===== config.mk =====
export PLATFORM = sky130hd
export DESIGN_NAME = transfer_reg_n
export DESIGN_NICKNAME = d
export VERILOG_FILES = /design/src/rtl/transfer_reg_n.sv
export SDC_FILE = /design/constraint.sdc
export NUM_CORES = 1
export LEC_CHECK = 0
export ABC_AREA = 1
export CORE_MARGIN = 2
export CORE_UTILIZATION = 30
export DETAILED_ROUTE_END_ITERATION = 8
export PLACE_DENSITY = 0.65
export SYNTH_ARGS = -nofsm -noshare
export SYNTH_HDL_FRONTEND = slang
export SYNTH_SLANG_ARGS = --single-unit

===== constraint.sdc =====
create_clock -name CLK -period 1.46 [get_ports CLK]
set_clock_uncertainty 0.2 [all_clocks]
set_input_delay 0.292 -clock CLK [delete_from_list [all_inputs] [get_ports CLK]]
set_output_delay 0.292 -clock CLK [all_outputs]
set_load 0.005 [all_outputs]

===== src/rtl/transfer_reg_n.sv =====
// transfer_reg_n: WIDTH-bit transfer register with A/B parallel load,
// synchronous clear and a counted shift sequence (logical or rotate left).
// Odd parity is accumulated over the bits shifted out of the MSB during a
// sequence, and TRS is the MSB delayed by one clock.
module transfer_reg_n #(
    parameter int WIDTH = 4,
    parameter int CNT_W = 5
) (
    input  logic             CLK,
    input  logic             RESET,
    input  logic             CLR,
    input  logic             LD_A,
    input  logic             LD_B,
    input  logic [WIDTH-1:0] DA,
    input  logic [WIDTH-1:0] DB,
    input  logic             SHIFT_START,
    input  logic [CNT_W-1:0] SHIFT_N,
    input  logic             MODE,
    input  logic             SIN,
    output logic [WIDTH-1:0] Q,
    output logic             SOUT,
    output logic             TRS,
    output logic             PAR,
    output logic             BUSY,
    output logic             DONE
);

    typedef enum logic {
        S_IDLE  = 1'b0,
        S_SHIFT = 1'b1
    } state_t;

    state_t           state_q;
    logic [WIDTH-1:0] q_q;
    logic [CNT_W-1:0] cnt_q;
    logic             trs_q;
    logic             par_q;
    logic             busy_q;
    logic             done_q;

    logic [WIDTH-1:0] load_d;
    logic [WIDTH-1:0] shift_d;
    logic             msb;

    // Next-value candidates: wired-OR of the two memory paths, and one
    // left shift whose fill bit is either SIN or the outgoing MSB.
    always_comb begin
        msb     = q_q[WIDTH-1];
        load_d  = (LD_A ? DA : '0) | (LD_B ? DB : '0);
        shift_d = {q_q[WIDTH-2:0], (MODE ? msb : SIN)};
    end

    // Control FSM and datapath; priority RESET > CLR > load > shift > start.
    always_ff @(posedge CLK) begin
        if (RESET) begin
            state_q <= S_IDLE;
            q_q     <= '0;
            cnt_q   <= '0;
            trs_q   <= 1'b0;
            par_q   <= 1'b1;
            busy_q  <= 1'b0;
            done_q  <= 1'b0;
        end else begin
            // TRS always follows the pre-edge MSB, even on clear or load.
            trs_q  <= msb;
            done_q <= 1'b0;
            if (CLR) begin
                q_q     <= '0;
                par_q   <= 1'b1;
                state_q <= S_IDLE;
                busy_q  <= 1'b0;
            end else if (LD_A || LD_B) begin
                // A load silently aborts any running sequence.
                q_q     <= load_d;
                state_q <= S_IDLE;
                busy_q  <= 1'b0;
            end else if (state_q == S_SHIFT) begin
                q_q   <= shift_d;
                par_q <= par_q ^ msb;
                cnt_q <= cnt_q - CNT_W'(1);
                if (cnt_q == CNT_W'(1)) begin
                    state_q <= S_IDLE;
                    busy_q  <= 1'b0;
                    done_q  <= 1'b1;
                end
            end else if (SHIFT_START) begin
                par_q <= 1'b1;
                if (SHIFT_N == '0) begin
                    // Zero-length sequence completes immediately.
                    done_q <= 1'b1;
                end else begin
                    cnt_q   <= SHIFT_N;
                    busy_q  <= 1'b1;
                    state_q <= S_SHIFT;
                end
            end
        end
    end

    assign Q    = q_q;
    assign SOUT = q_q[WIDTH-1];
    assign TRS  = trs_q;
    assign PAR  = par_q;
    assign BUSY = busy_q;
    assign DONE = done_q;

endmodule


==> impl_metrics.py, run 1 <==
metrics = {
    "pwr": {
        "power_frac_comb": 0.229,
        "vdd_ir_drop_max_mv": 0.356,
        "powerDensity_nw_per_um2": 669,
        "internal-power_mw": 0.662,
        "power.leakage_nw": 0.648,
        "power_frac_clock": 0.313,
        "power_switching_mw": 0.223,
        "p_sw_frac": 0.252,
        "report.power.total_mw": 0.884,
        "p_seq_frac": 0.458,
    },
    "cts": {
        "clk_pin_slew_worst_paths_ps": 80,
        "h-tree-depth": 1,
        "cts_sinks": 14,
        "cts_tree": "built",
        "clock-root-buffer": "clkbuf_4",
        "cts_buffers": 3,
        "cts_hold_buf": 0,
        "clk_latency_ps": 280,
        "clockBufferDepth": 2,
    },
    "global_routing": {
        "antenna_found_initial": 0,
        "grt_pass1_wl_microns": 3730,
        "grt_use_total": 0.146,
        "first_global_vias": 916,
        "grt_overflow_total": 0,
        "grt_max_degree": 13,
    },
    "floorplan": {
        "die_width_microns": 56.7,
        "core-area_sq_um": 2710,
        "die_y_microns": 56.7,
        "die_area_sq_um": 3220,
        "io_pins": 30,
        "start_util": 0.308,
        "num_rows": 19,
    },
    "final_layout": {
        "syn_to_final_growth_pct": 58.5,
        "antenna-diode-count": 0,
        "fin_area_sq_um": 1320,
        "nets": 194,
        "drive_above_1_share": 0.241,
    },
    "setup_path": {
        "worstPathRequired_ps": 1440,
        "timing.rr.end": "cnt_q[2]$_SDFFE_PP0P_",
        "critPathKind": "input pin to flop",
        "reg2reg_slack_ps": 110,
        "end_kind": "flop",
        "r2r_cells": 7,
        "crit_fanout": 8,
        "crit_path_start_kind": "input pin",
        "critical_path_arrival_ps": 1380,
        "r2r-start": "state_q$_SDFF_PP0_",
    },
    "place": {
        "dp.final_hpwl_microns": 1760,
        "dpl_cell_area_sq_um": 1250,
        "place_congestion": 0.775,
        "dp_slack_ps": -319,
        "placement.io_buffers": 29,
    },
    "sta": {
        "setup_slack_ps": 61.6,
        "rsz0062_at_grt": "true",
        "setup_viol": 0,
        "tightest_slew_ps": 184,
        "period_share": 0.958,
        "hold_viol": 0,
        "max_freq_mhz": 715,
        "slew_headroom": 0.877,
        "period_needed_ps": 1400,
        "tns_ps": 0,
        "slew_violations": 0,
    },
    "flow_run": {
        "max_cap_violations": 0,
    },
    "run_status": {
        "outcome": "finished clean",
    },
    "synthesis": {
        "synthArstFlopShare": 0,
        "syn_inst": 122,
        "synth_flop_cell": "dfxtp_1",
        "synth_fp_nets": 145,
        "ys_seq_elements": 14,
        "synth_edf_count": 0,
        "synth_cell_types": 19,
        "synth_warnings": 0,
        "yosysSeqAreaShare": 0.336,
        "syn_area_sq_um": 835,
        "avgSynthCellArea_sq_um": 6.84,
    },
    "route": {
        "finalWirelength_microns": 2200,
        "viasPerCell": 4.65,
        "ant_nets": 0,
        "via_count": 934,
        "drc": 0,
        "drtIter0Drc": 21,
        "drtPass1Iterations": 4,
        "wl_per_cell_microns": 10.9,
    },
    "hold_path": {
        "hold_path_depth": 4,
        "hold_class": "input pin to flop",
        "hold_end": "DONE$_SDFF_PP0_",
        "hp-start": "SHIFT_START",
    },
}
[area by class of cell]
type | instances | area, sq um
Clock buffer | 4 | 36.3
Fill cell | 289 | 1390
Inverter | 12 | 47.5
Multi-Input combinational cell | 94 | 503
Sequential cell | 14 | 290
Tap cell | 31 | 38.8
Timing Repair Buffer | 46 | 407
[per-stage QoR]
step                 util  hold slack (ps)  instances
finish              0.488              234        201
global route        0.488              241        201
CTS                 0.482              265        201
floorplan               -              164        122
detailed placement  0.461              265        194
global placement    0.461              262        194
[routing by layer]
metal  wire (microns)  track usage
met2             1130        0.267
met5                0            0
met1              904        0.162
met3              161       0.0438
met4                0       0.0432
[cell usage in the layout (no fill, tap or decap), types with 2 or more instances in the layout]
cell type	instances
clkdlybuf4s50_1	17
nor2_1	18
a31oi_1	3
nand2_4	3
o21ai_0	11
clkbuf_4	3
nand3_1	5
nand2_1	32
buf_4	17
dlymetal6s2s_1	2
dlygate4sd2_1	9
dfxtp_1	6
dfxtp_2	8
inv_1	11
a21oi_1	8
nor2_2	2
nand3b_1	2
nand4_1	2
[state kept, by name (all words and copies together), names as in the netlist]
register	cells
BUSY	1
TRS	1
PAR	1
Q	4
DONE	1
cnt_q	5
state_q	1
[synthesized netlist by cell type, types with 2 or more instances]
master | number | area, sq um
a21oi_1 | 8 | 40.0
nand3_1 | 6 | 30.0
nand4_1 | 2 | 12.5
a31oi_1 | 3 | 18.8
nand2_1 | 32 | 120
nand2_4 | 3 | 33.8
nor2_1 | 20 | 75.1
o21ai_0 | 12 | 60.1
inv_1 | 11 | 41.3
ha_1 | 2 | 25.0
dfxtp_1 | 14 | 280
nand3b_1 | 2 | 15.0
[kinds of logic after synthesis]
logic type	share of synthesized area
simple gates	0.406
compound gates	0.151
buf+inv	0.0765
flops	0.336
fa+ha+maj	0.0300
[how the worst max path moves through the flow]
stage	to	startpoint	cells past startpoint
6_report	cnt_q[4]$_SDFFE_PP0P_	SHIFT_N[1]	7
3_5_place_dp	cnt_q[4]$_SDFFE_PP0P_	LD_A	7
4_1_cts	cnt_q[4]$_SDFFE_PP0P_	LD_A	7
2_1_floorplan	cnt_q[2]$_SDFFE_PP0P_	cnt_q[0]$_SDFFE_PP0P_	8
3_3_place_gp	cnt_q[4]$_SDFFE_PP0P_	LD_A	7
5_1_grt	cnt_q[2]$_SDFFE_PP0P_	SHIFT_N[1]	7
[power groups by stage]
stage          Clock, mW  Combinational (mW)  Sequential, mW
5_1_grt            0.309               0.224           0.407
4_1_cts            0.287               0.202           0.404
6_report           0.277               0.203           0.405
3_3_place_gp           0               0.199           0.412
3_5_place_dp           0               0.201           0.412
2_1_floorplan          0              0.0820           0.412
[worst max-delay path: stages]
cell             delay, ps
clkdlybuf4s50_1        440
nor2_2                 180
nand4_4                190
nand2_4                120
nand2_1                 50
nand2_1                 50
nor2_1                  40
[what timing repair did]
action / in CTS / in global routing
buffers inserted: 3 / 0
pin swaps: 2 / 3
endpoints found under the setup margin: 10 / 10
resized for setup: 17 / 11
(Power assumes the default switching activity.)
==> inputs of run 2 (changes only) <==
- CTS_CLUSTER_DIAMETER: not set -> 100
- clock period: 1.46 -> 1.62 ns (I/O delays scaled with it)
==> run 2 against run 1 <==
Power decreased by 10%. Die area is the same. Worst hold slack better by 30 ps. Cell count decreased by 2.5%. Global-route usage is 0.22 points higher. Cell area decreased by 4.0%. Worst setup slack got worse by 4.6 ps. Critical path type is now flop to output port.
==> impl_metrics.py, run 2 (same netlist as run 1, synthesis figures left out) <==
metrics = {
    "cts": {
        "cts_sinks": 14,
        "clk_latency_ps": 290,
        "cts_tree": "built",
        "clock-root-buffer": "clkbuf_4",
        "clk_pin_slew_worst_paths_ps": 90,
        "clockBufferDepth": 2,
        "h-tree-depth": 1,
        "cts_buffers": 3,
        "cts_hold_buf": 0,
    },
    "route": {
        "drc": 0,
        "viasPerCell": 4.66,
        "wl_per_cell_microns": 11.3,
        "via_count": 914,
        "drtIter0Drc": 31,
        "finalWirelength_microns": 2220,
        "drtPass1Iterations": 5,
        "ant_nets": 0,
    },
    "floorplan": {
        "die_area_sq_um": 3220,
        "core-area_sq_um": 2710,
        "die_width_microns": 56.7,
        "start_util": 0.308,
        "die_y_microns": 56.7,
        "num_rows": 19,
        "io_pins": 30,
    },
    "final_layout": {
        "syn_to_final_growth_pct": 52.2,
        "mostFrequentLayoutCell": "nand2_1",
        "regArea_sq_um": 290,
        "layout_common_cells": "nand2_1 (32), nor2_1 (20), clkdlybuf4s50_1 (20), o21ai_0 (12), buf_4 (12)",
        "fillCellCount": 297,
        "final_cells": 196,
        "antenna-diode-count": 0,
        "nets": 189,
        "top_register": "cnt_q",
        "drive_above_1_share": 0.176,
        "multi_input_area_sq_um": 490,
        "largest_reg_flops": 5,
    },
    "setup_path": {
        "crit_fanout": 4,
        "r2r-start": "cnt_q[0]$_SDFFE_PP0P_",
        "timing.critical_path.max_delay_family": "buffers and inverters",
        "crit_path_start_kind": "flop",
        "cp_slowest_cell": "dfxtp_4",
        "r2r_cells": 8,
        "max_stage_delay_ps": 350,
        "worstPathRequired_ps": 1100,
        "timing.rr.end": "cnt_q[2]$_SDFFE_PP0P_",
        "end_kind": "output port",
        "reg2reg_slack_ps": 150,
        "critPathBufInv": 2,
        "critPathKind": "flop to output port",
        "critical_path_arrival_ps": 1040,
        "crit_chain": "buf_4, dlygate4sd2_1",
    },
    "flow_run": {
        "max_cap_violations": 0,
    },
    "hold_path": {
        "hold_path_depth": 1,
        "hold_end": "PAR$_SDFFE_PP1P_",
        "hp-start": "PAR$_SDFFE_PP1P_",
        "hold_class": "flop to flop",
    },
    "place": {
        "dp_slack_ps": -192,
        "place_congestion": 0.821,
        "dpl.cell_count": 191,
        "placement.io_buffers": 29,
        "dp.final_hpwl_microns": 1810,
    },
    "run_status": {
        "outcome": "finished clean",
    },
    "pwr": {
        "vdd_ir_drop_max_mv": 0.314,
        "power.leakage_nw": 0.606,
        "powerDensity_nw_per_um2": 626,
        "report.power.total_mw": 0.795,
    },
    "sta": {
        "period_share": 0.965,
        "rsz0062_at_grt": "false",
        "max_freq_mhz": 640,
        "setup_slack_ps": 57.0,
        "period_needed_ps": 1560,
        "tightest_slew_ps": 266,
        "slew_headroom": 0.822,
        "setup_viol": 0,
        "hold_viol": 0,
        "slew_violations": 0,
    },
    "global_routing": {
        "grt_max_degree": 15,
        "antenna_found_initial": 0,
        "grt_overflow_total": 0,
        "grt_use_total": 0.149,
        "first_global_vias": 955,
        "grt_pass1_wl_microns": 3800,
    },
}
[run 2: cell count changes in the layout (fill, tap and decap cells not counted), moves of 2 or more]
cell	change
buf_4	-5
dfxtp_1	+2
dlymetal6s2s_1	-2
dfxtp_2	-3
nor2_1	+2
nor2_2	-2
clkdlybuf4s50_1	+3
[run 2: cell type report]
class / instances / share of cell area
well taps: 31 / 0.0305
multi-input cells: 94 / 0.386
repair buffers: 41 / 0.291
flip-flops and latches: 14 / 0.229
inverters: 12 / 0.0355
clock buffers: 4 / 0.0286
[run 2: worst max-delay path by stage]
stage | from | end | slack, ps | cells past startpoint
2_1_floorplan | cnt_q[0]$_SDFFE_PP0P_ | cnt_q[2]$_SDFFE_PP0P_ | 310 | 8
3_3_place_gp | LD_A | cnt_q[4]$_SDFFE_PP0P_ | -170 | 7
3_5_place_dp | LD_A | cnt_q[4]$_SDFFE_PP0P_ | -190 | 7
4_1_cts | Q[3]$_SDFFE_PP0P_ | Q[3] | 50 | 2
5_1_grt | LD_B | cnt_q[4]$_SDFFE_PP0P_ | 3 | 7
6_report | Q[3]$_SDFFE_PP0P_ | Q[3] | 60 | 2
[run 2: metal layers]
metal	vias up	global-route usage	wire, microns
met5	-	0	0
met4	0	0.0565	40
met3	5	0.0369	131
met2	28	0.277	1150
met1	399	0.158	902
li1	482	-	-
[run 2: report_power, final]
part           internal, mW  switching (mW)  total, mW
clock network         0.137           0.120      0.257
logic                0.0974          0.0774      0.175
registers             0.356         0.00807      0.364
[run 2: through the flow]
stage                     utilization  TNS [ps]  instance area (sq um)  hold WS, ps
after global routing            0.469         0                   1270          297
after CTS                       0.469         0                   1270          269
after floorplan                     -         0                    835          196
after detailed placement        0.453     -1490                   1230          267
after global placement          0.453     -1140                   1230          263
final                           0.469         0                   1270          265
[run 2: timing repair]
action                     CTS  global route
resized for setup           16             0
pin swaps                    0             1
setup buffers                1             0
setup endpoints to repair    9             1
==> inputs of run 3 (changes only) <==
- REMOVE_ABC_BUFFERS: not set -> 1
==> run 3 against run 2 <==
Wire length decreased by 1.7%. Cell count rose by 0.51%. Critical path type unchanged. Cell area rose by 0.49%. Maximum frequency about the same. Highest routed layer unchanged.
==> impl_metrics.py, run 3 (same netlist as run 1, synthesis figures left out) <==
metrics = {
    "setup_path": {
        "critPathBufInv": 2,
        "critPathKind": "flop to output port",
        "crit_chain": "buf_4, dlygate4sd2_1",
        "timing.critical_path.max_delay_family": "buffers and inverters",
        "end_kind": "output port",
        "crit_path_start_kind": "flop",
        "max_stage_delay_ps": 350,
        "cp_slowest_cell": "dfxtp_4",
        "critical_path_arrival_ps": 1040,
        "worstPathRequired_ps": 1100,
        "crit_fanout": 4,
    },
    "cts": {
        "cts_hold_buf": 0,
        "clk_latency_ps": 290,
        "cts_buffers": 3,
        "cts_sinks": 14,
        "clk_pin_slew_worst_paths_ps": 90,
        "h-tree-depth": 1,
        "clockBufferDepth": 2,
        "cts_tree": "built",
        "clock-root-buffer": "clkbuf_4",
    },
    "pwr": {
        "power_frac_comb": 0.221,
        "power_switching_mw": 0.207,
        "power_frac_clock": 0.325,
        "p_seq_frac": 0.455,
        "vdd_ir_drop_max_mv": 0.374,
        "powerDensity_nw_per_um2": 626,
        "internal-power_mw": 0.591,
        "power.leakage_nw": 0.612,
        "report.power.total_mw": 0.799,
        "p_sw_frac": 0.260,
    },
    "sta": {
        "max_freq_mhz": 640,
        "rsz0062_at_grt": "false",
        "tightest_slew_ps": 287,
        "slew_violations": 0,
        "slew_headroom": 0.809,
        "setup_viol": 0,
        "period_share": 0.965,
        "hold_viol": 0,
        "period_needed_ps": 1560,
    },
    "global_routing": {
        "grt_max_degree": 15,
        "grt_overflow_total": 0,
        "antenna_found_initial": 0,
        "grt_pass1_wl_microns": 3880,
        "first_global_vias": 965,
        "grt_use_total": 0.154,
    },
    "floorplan": {
        "die_width_microns": 56.7,
        "core-area_sq_um": 2710,
        "die_y_microns": 56.7,
        "die_area_sq_um": 3220,
        "io_pins": 30,
        "start_util": 0.308,
        "num_rows": 19,
    },
    "final_layout": {
        "syn_to_final_growth_pct": 52.9,
        "antenna-diode-count": 0,
        "drive_above_1_share": 0.175,
        "mostFrequentLayoutCell": "nand2_1",
        "nets": 190,
        "largest_reg_flops": 5,
        "fillCellCount": 298,
        "final_util": 0.471,
        "top_register": "cnt_q",
        "layout_common_cells": "nand2_1 (32), nor2_1 (20), clkdlybuf4s50_1 (20), buf_4 (13), o21ai_0 (12)",
    },
    "route": {
        "ant_nets": 0,
        "via_count": 933,
        "drtPass1Iterations": 4,
        "drtIter0Drc": 13,
        "drc": 0,
        "finalWirelength_microns": 2190,
        "viasPerCell": 4.74,
        "wl_per_cell_microns": 11.1,
    },
    "place": {
        "placement.io_buffers": 29,
        "place_congestion": 0.736,
        "dp.final_hpwl_microns": 1760,
    },
    "hold_path": {
        "hold_class": "flop to flop",
    },
    "flow_run": {
        "max_cap_violations": 0,
    },
    "run_status": {
        "outcome": "finished clean",
    },
}
run 3: cell types whose count changed in the layout (fill, tap and decap cells not counted), sizes merged:
cell / previous run / this run
buf: 12 / 13
run 3: power by group through the flow:
stage,Sequential (mW),Clock [mW],Combinational [mW]
after floorplan,0.372,0,0.0711
after global placement,0.373,0,0.177
after detailed placement,0.373,0,0.179
after CTS,0.364,0.269,0.178
after global routing,0.366,0.291,0.196
final,0.363,0.259,0.176
run 3: per-layer routing:
layer,up-vias,wire length (microns),global-route usage
met2,33,1090,0.262
met4,0,34,0.0897
met3,5,188,0.0553
li1,483,-,-
met5,-,0,0
met1,412,869,0.162
run 3: cell type report:
cell class,instances,area [sq um],area share
flip-flops and latches,14,289,0.226
well taps,31,38.8,0.0304
multi-input cells,94,490,0.384
repair buffers,42,377,0.295
inverters,12,45.0,0.0353
clock buffers,4,36.3,0.0284
run 3: stage by stage:
| step | hold slack (ps) | cell area, sq um | setup WS [ps] | cells | setup TNS (ps) |
|---|---|---|---|---|---|
| 3_3_place_gp | 258 | 1230 | -134 | 192 | -1020 |
| 6_report | 276 | 1280 | 56.6 | 197 | 0 |
| 3_5_place_dp | 275 | 1230 | -179 | 192 | -1370 |
| 2_1_floorplan | 196 | 816 | 305 | 120 | 0 |
| 4_1_cts | 282 | 1280 | 43.2 | 197 | 0 |
| 5_1_grt | 301 | 1280 | 15.8 | 197 | 0 |
run 3: timing repair:
action                                  in CTS  in global routing
endpoints found under the setup margin       9                  0
resized for setup                           15                  0
setup buffers                                1                  0
run 3: worst paths after layout:
kind	start	to	slack [ps]	cells after the start
setup / recovery	Q[3]$_SDFFE_PP0P_	Q[3]	60	2
hold reg to reg	BUSY$_SDFFE_PP0P_	BUSY$_SDFFE_PP0P_	280	2
setup reg to reg	cnt_q[0]$_SDFFE_PP0P_	cnt_q[1]$_SDFFE_PP0P_	170	6
hold / removal	BUSY$_SDFFE_PP0P_	BUSY$_SDFFE_PP0P_	280	2
run 3: worst min-delay path: cells and delay by family (launching register included):
kind | cells | cell delay (ps)
flops | 1 | 330
compound gates | 1 | 60
simple gates | 1 | 50
